## src/rtl/multicycle_divider_if.sv

```systemverilog
// multicycle_divider_if
//   Groups the divider's request and result signals so the control unit
//   (master) and the divider (slave) share a single bundle.
//   Request : start, is_signed, a (dividend), b (divisor)  master -> slave
//   Result  : busy, done, div_zero, lo (quotient), hi (remainder)
//                                                          slave -> master
interface multicycle_divider_if #(
    parameter int WIDTH = 32
) ();
    logic             start;
    logic             is_signed;
    logic [WIDTH-1:0] a;
    logic [WIDTH-1:0] b;
    logic             busy;
    logic             done;
    logic             div_zero;
    logic [WIDTH-1:0] lo;
    logic [WIDTH-1:0] hi;

    modport master (
        output start, is_signed, a, b,
        input  busy, done, div_zero, lo, hi
    );

    modport slave (
        input  start, is_signed, a, b,
        output busy, done, div_zero, lo, hi
    );
endinterface

```

## src/rtl/multicycle_divider.sv

```systemverilog
// multicycle_divider
//   Iterative radix-2 restoring divider serving DIV (signed) and DIVU
//   (unsigned). One quotient bit is resolved per clock, so an operation
//   takes a fixed WIDTH+2 edges from the accepting edge to done.
//   Ports:
//     clk   - rising-edge clock
//     reset - synchronous, active-high; aborts any operation in flight
//     bus   - multicycle_divider_if slave modport:
//             start/is_signed/a/b sampled only while idle;
//             busy high during CALC/FIN, done a one-cycle pulse;
//             lo = quotient, hi = remainder, div_zero flags b == 0;
//             results hold until the next operation completes.
module multicycle_divider #(
    parameter int               WIDTH       = 32,
    parameter logic [WIDTH-1:0] DZ_QUOTIENT = '1
) (
    input  logic                 clk,
    input  logic                 reset,
    multicycle_divider_if.slave  bus
);

    localparam int CW = (WIDTH > 2) ? $clog2(WIDTH) : 1;

    typedef enum logic [1:0] {
        S_IDLE,
        S_CALC,
        S_FIN
    } state_e;

    state_e           state_q, state_d;
    logic [CW-1:0]    cnt_q, cnt_d;
    logic [WIDTH-1:0] rem_q, rem_d;
    logic [WIDTH-1:0] quo_q, quo_d;
    logic [WIDTH-1:0] dvs_q, dvs_d;
    logic             negq_q, negq_d;
    logic             negr_q, negr_d;
    logic             dz_q, dz_d;
    logic [WIDTH-1:0] lo_q, lo_d;
    logic [WIDTH-1:0] hi_q, hi_d;
    logic             done_q, done_d;
    logic             divz_q, divz_d;

    logic             a_neg, b_neg;
    logic [WIDTH:0]   shifted;
    logic [WIDTH:0]   trial;

    always_ff @(posedge clk) begin
        if (reset) begin
            state_q <= S_IDLE;
            cnt_q   <= '0;
            rem_q   <= '0;
            quo_q   <= '0;
            dvs_q   <= '0;
            negq_q  <= 1'b0;
            negr_q  <= 1'b0;
            dz_q    <= 1'b0;
            lo_q    <= '0;
            hi_q    <= '0;
            done_q  <= 1'b0;
            divz_q  <= 1'b0;
        end else begin
            state_q <= state_d;
            cnt_q   <= cnt_d;
            rem_q   <= rem_d;
            quo_q   <= quo_d;
            dvs_q   <= dvs_d;
            negq_q  <= negq_d;
            negr_q  <= negr_d;
            dz_q    <= dz_d;
            lo_q    <= lo_d;
            hi_q    <= hi_d;
            done_q  <= done_d;
            divz_q  <= divz_d;
        end
    end

    always_comb begin
        state_d = state_q;
        cnt_d   = cnt_q;
        rem_d   = rem_q;
        quo_d   = quo_q;
        dvs_d   = dvs_q;
        negq_d  = negq_q;
        negr_d  = negr_q;
        dz_d    = dz_q;
        lo_d    = lo_q;
        hi_d    = hi_q;
        done_d  = 1'b0;
        divz_d  = divz_q;

        a_neg   = bus.is_signed & bus.a[WIDTH-1];
        b_neg   = bus.is_signed & bus.b[WIDTH-1];

        // Shift {rem, quo} left by one; the extra top bit keeps the
        // (WIDTH+1)-bit trial subtract exact, its MSB acting as the sign.
        shifted = {rem_q, quo_q[WIDTH-1]};
        trial   = shifted - {1'b0, dvs_q};

        case (state_q)
            S_IDLE: begin
                if (bus.start) begin
                    state_d = S_CALC;
                    cnt_d   = CW'(WIDTH - 1);
                    rem_d   = '0;
                    quo_d   = a_neg ? -bus.a : bus.a;
                    dvs_d   = b_neg ? -bus.b : bus.b;
                    negq_d  = a_neg ^ b_neg;
                    negr_d  = a_neg;
                    dz_d    = (bus.b == '0);
                end
            end
            S_CALC: begin
                rem_d = trial[WIDTH] ? shifted[WIDTH-1:0] : trial[WIDTH-1:0];
                quo_d = {quo_q[WIDTH-2:0], ~trial[WIDTH]};
                cnt_d = cnt_q - 1'b1;
                if (cnt_q == '0) begin
                    state_d = S_FIN;
                end
            end
            S_FIN: begin
                // With a zero divisor every trial succeeds, so rem ends up
                // holding |a|; the remainder sign fix then restores a itself.
                lo_d    = dz_q ? DZ_QUOTIENT : (negq_q ? -quo_q : quo_q);
                hi_d    = negr_q ? -rem_q : rem_q;
                divz_d  = dz_q;
                done_d  = 1'b1;
                state_d = S_IDLE;
            end
            default: begin
                state_d = S_IDLE;
            end
        endcase
    end

    assign bus.busy     = (state_q != S_IDLE);
    assign bus.done     = done_q;
    assign bus.div_zero = divz_q;
    assign bus.lo       = lo_q;
    assign bus.hi       = hi_q;

endmodule

```

## src/flat_wrapper.sv

```systemverilog
// flat-port wrapper written by rule: the top's interface ports become plain ports
module multicycle_divider_flat 
#(
    parameter int               WIDTH       = 32,
    parameter logic [WIDTH-1:0] DZ_QUOTIENT = '1
)
  (clk, reset, bus_start, bus_is_signed, bus_a, bus_b, bus_busy, bus_done, bus_div_zero, bus_lo, bus_hi);
  multicycle_divider_if #(.WIDTH(WIDTH)) bus_i ();
  input  logic clk;
  input  logic reset;
  input wire logic [$bits(bus_i.start)-1:0] bus_start;
  input wire logic [$bits(bus_i.is_signed)-1:0] bus_is_signed;
  input wire logic [$bits(bus_i.a)-1:0] bus_a;
  input wire logic [$bits(bus_i.b)-1:0] bus_b;
  output wire logic [$bits(bus_i.busy)-1:0] bus_busy;
  output wire logic [$bits(bus_i.done)-1:0] bus_done;
  output wire logic [$bits(bus_i.div_zero)-1:0] bus_div_zero;
  output wire logic [$bits(bus_i.lo)-1:0] bus_lo;
  output wire logic [$bits(bus_i.hi)-1:0] bus_hi;
  assign bus_i.start = bus_start;
  assign bus_i.is_signed = bus_is_signed;
  assign bus_i.a = bus_a;
  assign bus_i.b = bus_b;
  assign bus_busy = bus_i.busy;
  assign bus_done = bus_i.done;
  assign bus_div_zero = bus_i.div_zero;
  assign bus_lo = bus_i.lo;
  assign bus_hi = bus_i.hi;
  multicycle_divider #(.WIDTH(WIDTH), .DZ_QUOTIENT(DZ_QUOTIENT)) u_core (.clk(clk), .reset(reset), .bus(bus_i));
endmodule
```

## config.mk

```make
export PLATFORM = sky130hd
export DESIGN_NAME = multicycle_divider_flat
export DESIGN_NICKNAME = d
export VERILOG_FILES = /design/src/rtl/multicycle_divider_if.sv /design/src/rtl/multicycle_divider.sv /design/src/flat_wrapper.sv
export SDC_FILE = /design/constraint.sdc
export NUM_CORES = 1
export LEC_CHECK = 0
export ABC_AREA = 1
export BUFFER_PORTS_ARGS = -buffer_cell sky130_fd_sc_hd__buf_4
export CORE_MARGIN = 1.5
export CORE_UTILIZATION = 55
export CTS_BUF_LIST = sky130_fd_sc_hd__clkbuf_4
export DETAILED_ROUTE_END_ITERATION = 12
export PLACE_DENSITY = 0.9
export SYNTH_ARGS = -nofsm -noshare
export SYNTH_HDL_FRONTEND = slang
export SYNTH_SLANG_ARGS = --single-unit
```

## constraint.sdc

```tcl
create_clock -name clk -period 2.4 [get_ports clk]
set_clock_uncertainty 0.05 [all_clocks]
set_input_delay 0.24 -clock clk [delete_from_list [all_inputs] [get_ports clk]]
set_output_delay 0.24 -clock clk [all_outputs]
set_load 0.03 [all_outputs]
```

# [Yosys cells after proc, flatten, opt, wreduce, memory -nomap -nowiden]
# Cells that the tools add are included.
[word_totals] ff_bits=172 out_inout_bits=67 word_cells=50
[op_classes] n_eq_ne=4 n_bitwise=4 n_reduce_logical=8 mux=16 addsub=6
[ops] cell="32-bit two-way mux" count=8
[ops] cell="32-bit negator" count=4
[ops] cell="32-bit case mux with 2 select lines" count=2
[ops] cell="33-bit by 32-bit subtractor with 33-bit output" count=1
[ops] cell="32-bit logical NOT" count=1
[ops] cell="5-bit case mux with 2 select lines" count=1
[ops] cell="2-bit AND reduction" count=3
[ops] cell="5-bit logical NOT" count=1
[ops] cell="5-bit two-way mux" count=1
[ops] cell="5-bit by 1-bit subtractor with 5-bit output (second input constant)" count=1
[ops] cell="2-bit two-way mux" count=2
[ops] cell="2-bit case mux with 2 select lines" count=1
[ops] cell="2-bit nonzero test" count=2
[ops] cell="1-bit bitwise AND" count=2
[ops] cell="2-bit by 1-bit == test with 1-bit output (second input constant)" count=1
[ops] cell="2-bit == test (second input constant)" count=1
[ops] cell="2-bit logical NOT" count=1
[ops] cell="2-bit by 1-bit inequality test with 1-bit output (second input constant)" count=1
[ops] cell="2-bit inequality test (second input constant)" count=1
[ops] cell="1-bit two-way mux" count=1
[ops] cell="1-bit NOT" count=1
[ops] cell="1-bit bitwise XOR" count=1

# [Depth between registers and ports, before layout]
[logic_depth] ltp_word=4 depth_mapped=18 ltp_nobuf=17

# [Least setup slack after synthesis]
# OpenSTA, ideal clock, no wires.
[synth_path] kind="reg-to-reg" startpoint="register u_core.quo_q[31]" endpoint="register u_core.rem_q[16]" required_time_ns=2.207 n_path_buf=1 arrival_ns=2.065 synth_period_minus_slack_ns=2.259 path_stages_with_launch=19 setup_time_ns=0.143 path_slack_ns=0.141 path_cell_list="dfxtp_1 > inv_1 > ha_1 > fa_1 > inv_1 > nand2_1 > nand2_1 > nand3_1 > nand2_2 > nand2_2 > nand2_4 > nand2_4 > nand2_4 > nand2_8 > nand2_8 > buf_6 > nand2_2 > nand3_2 > a21oi_2"
[synth_between] elab_chain_len=3
[synth_lines] item="from (decl)" line="multicycle_divider.sv:33" text="logic [WIDTH-1:0] quo_q, quo_d;"
[synth_lines] item="from (signal assigned)" line="multicycle_divider.sv:65" text="quo_q <= quo_d;"
[synth_lines] item="33-bit by 32-bit subtractor with 33-bit output" line="multicycle_divider.sv:97" text="trial = shifted - {1'b0, dvs_q};"
[synth_lines] item="32-bit two-way mux" line="multicycle_divider.sv:113" text="rem_d = trial[WIDTH] ? shifted[WIDTH-1:0] : trial[WIDTH-1:0];"
[synth_lines] item="32-bit case mux with 2 select lines" line="multicycle_divider.sv:99" text="case (state_q)"
[synth_lines] item="to (signal assigned)" line="multicycle_divider.sv:64" text="rem_q <= rem_d;"
[synth_lines] item="to (decl)" line="multicycle_divider.sv:32" text="logic [WIDTH-1:0] rem_q, rem_d;"
# Every way passes these cells.
# A chain may end at the register's enable or synchronous reset.

# [Worst setup path in the final report]
[layout_path] startpoint="register u_core.rem_q[8]" endpoint="register u_core.rem_q[17]"
[layout_between] elab_chain_len=3
[layout_lines] item="33-bit by 32-bit subtractor with 33-bit output" line="multicycle_divider.sv:97"
[layout_lines] item="32-bit two-way mux" line="multicycle_divider.sv:113"
[layout_lines] item="32-bit case mux with 2 select lines" line="multicycle_divider.sv:99"
# Every way passes these cells.

==> impl_results.rst <==
.. list-table::
   :header-rows: 1

   * - Metric
     - Value
   * - Setup violation total in the final timing report
     - 0
   * - Critical path class
     - reg2reg
   * - Weighted congestion at the end of routability-driven global placement
     - about 0.99
   * - Part of the Yosys area used for sequential elements
     - 27.1%
   * - Final Critical Period
     - 2.39 ns
   * - Number of global-route vias before repair
     - ~13000
   * - Worst Hold Path EP
     - u_core.quo_q[12]
   * - Row Count
     - between 50 and 60
   * - Crit path buffers/inverters
     - 0
   * - Post-route ant nets
     - 0
   * - Share of post-route cells with drive strength above 1
     - 17.5%
   * - CP required
     - 2.87 ns
   * - TritonCTS clock tree
     - built
   * - Worst setup slack before clock tree synthesis
     - -0.0225 ns
   * - EDFF count, synth
     - 0
   * - Final HPWL DP
     - ~31000 um
   * - Final net count
     - 2417
   * - Via count normalized by instance count
     - around 5.7
   * - Clock Sink Count
     - 172
   * - P_leak
     - 7.79 nW
   * - Fin worst setup slack
     - 0.00653 ns
   * - Die extent in x
     - 155 um
   * - Sort of element at the start of the critical path
     - register
   * - Synth Net Count
     - 2200
   * - Clk root buf
     - clkbuf_4
   * - Number of antenna violations at the first check in global routing
     - 1
   * - Library cell contributing the largest single delay on the critical path
     - dfxtp_1
   * - Average wire per standard cell
     - about 16 um
   * - Number of cells on the worst reg-to-reg path
     - 14
   * - Worst path arrival time
     - 2.87 ns
   * - Synth Register Bits
     - 172
   * - Slew Limit Fails
     - 0
   * - Area enclosed by the die boundary
     - around 0.024 mm2
   * - Biggest cell delay along the critical path
     - 0.56 ns
   * - Area share of the largest cell type after synthesis
     - 27.1%
   * - First DRT Iteration DRCs
     - 1655
   * - Total count of hold-check failures in the final report
     - 0
   * - Maximum number of pins on one net before global-route repair
     - between 100 and 150
   * - Gate count after technology mapping
     - 2093
   * - Top cell types by occurrence after synthesis
     - nand2_1, inv_1, nor2_1, dfxtp_1, nand3_1
   * - Number of port buffers
     - between 100 and 150
   * - Most common cell in the synthesized netlist
     - nand2_1
   * - RSZ-0062 raised after global routing
     - true
   * - P&R area growth vs syn
     - 24.1%
   * - Max_slew headroom
     - 48.6%
   * - R2R setup slack
     - 0.007 ns
   * - Worst Tran Pin Value
     - 0.771 ns
   * - Number of buffers on the longest clock path
     - 2
   * - Clock latency on the worst-skew pair
     - roughly 0.6 ns
   * - Pre-Repair DR Iteration Count
     - 6
   * - Mapped Area
     - 0.0127 mm2
   * - Endpoint kind of the worst setup timing path
     - register
   * - Startpoint of the tightest hold check path
     - bus_a[12]
   * - Dominant register cell in the synthesized netlist
     - dfxtp_1
   * - Crit Path Max Fanout
     - 13
   * - Clock edge transition at the registers on the reported setup and hold paths
     - 0.14 ns
   * - Synthesized area per cell
     - between 6 and 7 um2
   * - Family with the most delay on the worst path
     - simple AND/OR/NAND/NOR gates
   * - Count of boundary I/O pins
     - 135
   * - Reg2reg start
     - u_core.rem_q[8]
   * - DR vias
     - between 10000 and 15000
   * - Overall die height
     - around 160 um
   * - Number of buffers created by CTS
     - 17
   * - Post-route worst hold slack
     - 0.0230 ns
   * - Remaining DRCs
     - 0
   * - Area inside the core boundary
     - about 0.023 mm2
   * - Highest clock rate
     - ~0.42 GHz
   * - Path type of the worst min-delay path
     - in2reg
   * - Overall routed net length
     - 42100 um
   * - Endpoint of the most critical register-to-register path
     - u_core.rem_q[17]
   * - Placed Cells
     - 2499
   * - Depth of the worst hold-timing path
     - 4
   * - Total of max-cap violations
     - 0
   * - Non-filler instance count after layout
     - between 2000 and 3000
   * - Unique masters post-synth
     - 47
   * - Leading area contributor after synthesis
     - dfxtp_1
   * - Power density cells
     - 807 mW/mm2
   * - Outcome
     - complete, no violations
   * - Utilization after layout
     - 69.7%
   * - CP Cell Sequence
     - ha_4 > nand2_1 > nand2_1 > nand2_1 > nand2_1 > a21oi_2 > nand2_4 > nand2_8 > nand2_8 > nand2_8 > nand2_8 > nand2_2 > nand3_2 > a21oi_2
   * - Remaining Overflow, GRT
     - 0
   * - Global-route wire length before repair
     - ~65000 um
   * - Async SR Flop Fraction
     - 0%
   * - H-tree Lvls
     - 4
   * - Ys Warns
     - 0
   * - Most area-consuming cells after synthesis
     - dfxtp_1, nand2_1, inv_1
   * - Ratio of final minimum period to clock period
     - about 100%
   * - Total routing usage reported by global routing
     - 33.9%
   * - Worst voltage drop across the vdd grid
     - 518 uV
   * - Starting density of the core
     - a little under three fifths
==> cells in the final DEF (no fill, tap or decap), types with 47 or more instances in the layout <==
master,netlist,routed
nor2_1,207,202
nand3_1,170,163
buf_4,0,203
a21oi_1,131,128
dlygate4sd3_1,0,59
o21ai_0,107,107
xor2_1,47,47
inv_1,326,316
dfxtp_1,172,158
nand2_1,547,538
==> worst reg2reg max path: cells and delay by family (launching register included) <==
family | cells | cell delay, ns
AND/OR/NAND/NOR | 11 | 1.06
AO/OA/AOI/OAI | 2 | 0.40
adder cells (fa/ha/maj) | 1 | 0.28
flip-flops | 1 | 0.56
==> cells by family after synthesis <==
family          count (synthesis)  synth area share [%]
buf+inv                       412                  12.5
simple gates                 1054                  36.0
compound gates                348                  15.9
fa+ha+maj                      39                  3.90
xor+xnor                       68                  4.69
flops                         172                  27.1
==> layout make-up <==
| type | instances | area, um2 |
|---|---|---|
| antenna | 1 | 2.50 |
| clock buffer | 17 | 128 |
| timing repair buffer | 268 | 2220 |
| multi-input combinational | 1512 | 8200 |
| sequential | 172 | 3460 |
| fill | 1838 | 6860 |
| inverter | 339 | 1270 |
| clock inverter | 15 | 136 |
| tap | 285 | 357 |
==> layer usage <==
layer  routed length [um]  global-route usage, %
met4                 2580                   19.0
met2                19500                   55.8
met5                    0                      0
met3                 3340                   4.07
met1                16700                   43.2
==> worst max-delay path by stage <==
stage,cells past startpoint,to,from
3_5_place_dp,17,u_core.rem_q[9],u_core.quo_q[31]
4_1_cts,15,u_core.rem_q[3],u_core.dvs_q[18]
6_report,14,u_core.rem_q[17],u_core.rem_q[8]
3_3_place_gp,17,u_core.rem_q[0],u_core.quo_q[31]
2_1_floorplan,18,u_core.rem_q[16],u_core.quo_q[31]
5_1_grt,13,u_core.rem_q[17],u_core.dvs_q[27]
==> timing repair <==
item | CTS | global route
endpoints found under the hold margin | 57 | 0
gates resized for setup | 7 | 88
hold buffers | 59 | 0
endpoints found under the setup margin | 31 | 38
buffers inserted | 1 | 13
cloned | 1 | 3
pin swaps | 5 | 19
==> registers in the layout, indices dropped and copies added (netlist names), 2 cells and up <==
signal / flops
u_core.state_q: 2
u_core.cnt_q: 5
u_core.quo_q: 32
u_core.dvs_q: 32
u_core.bus.hi: 32
u_core.bus.lo: 32
u_core.rem_q: 32
==> power breakdown <==
part	switching (mW)	internal (mW)	total, mW	leakage, nW
clock network	1.11	0.533	1.64	0.145
logic	4.93	2.75	7.68	6.23
registers	0.293	3.12	3.42	1.41
total	6.33	6.40	12.7	7.79
==> metrics by stage <==
step | power [mW] | TNS [ns] | cell area (um2)
2_1_floorplan | 8.15 | 0 | 12700
3_3_place_gp | 9.85 | 0 | 14300
3_5_place_dp | 9.99 | -0.156 | 14300
4_1_cts | 11.7 | 0 | 15200
5_1_grt | 13.5 | -0.947 | 15800
6_report | 12.7 | 0 | 15800
Power figures use the tool's default switching activity.
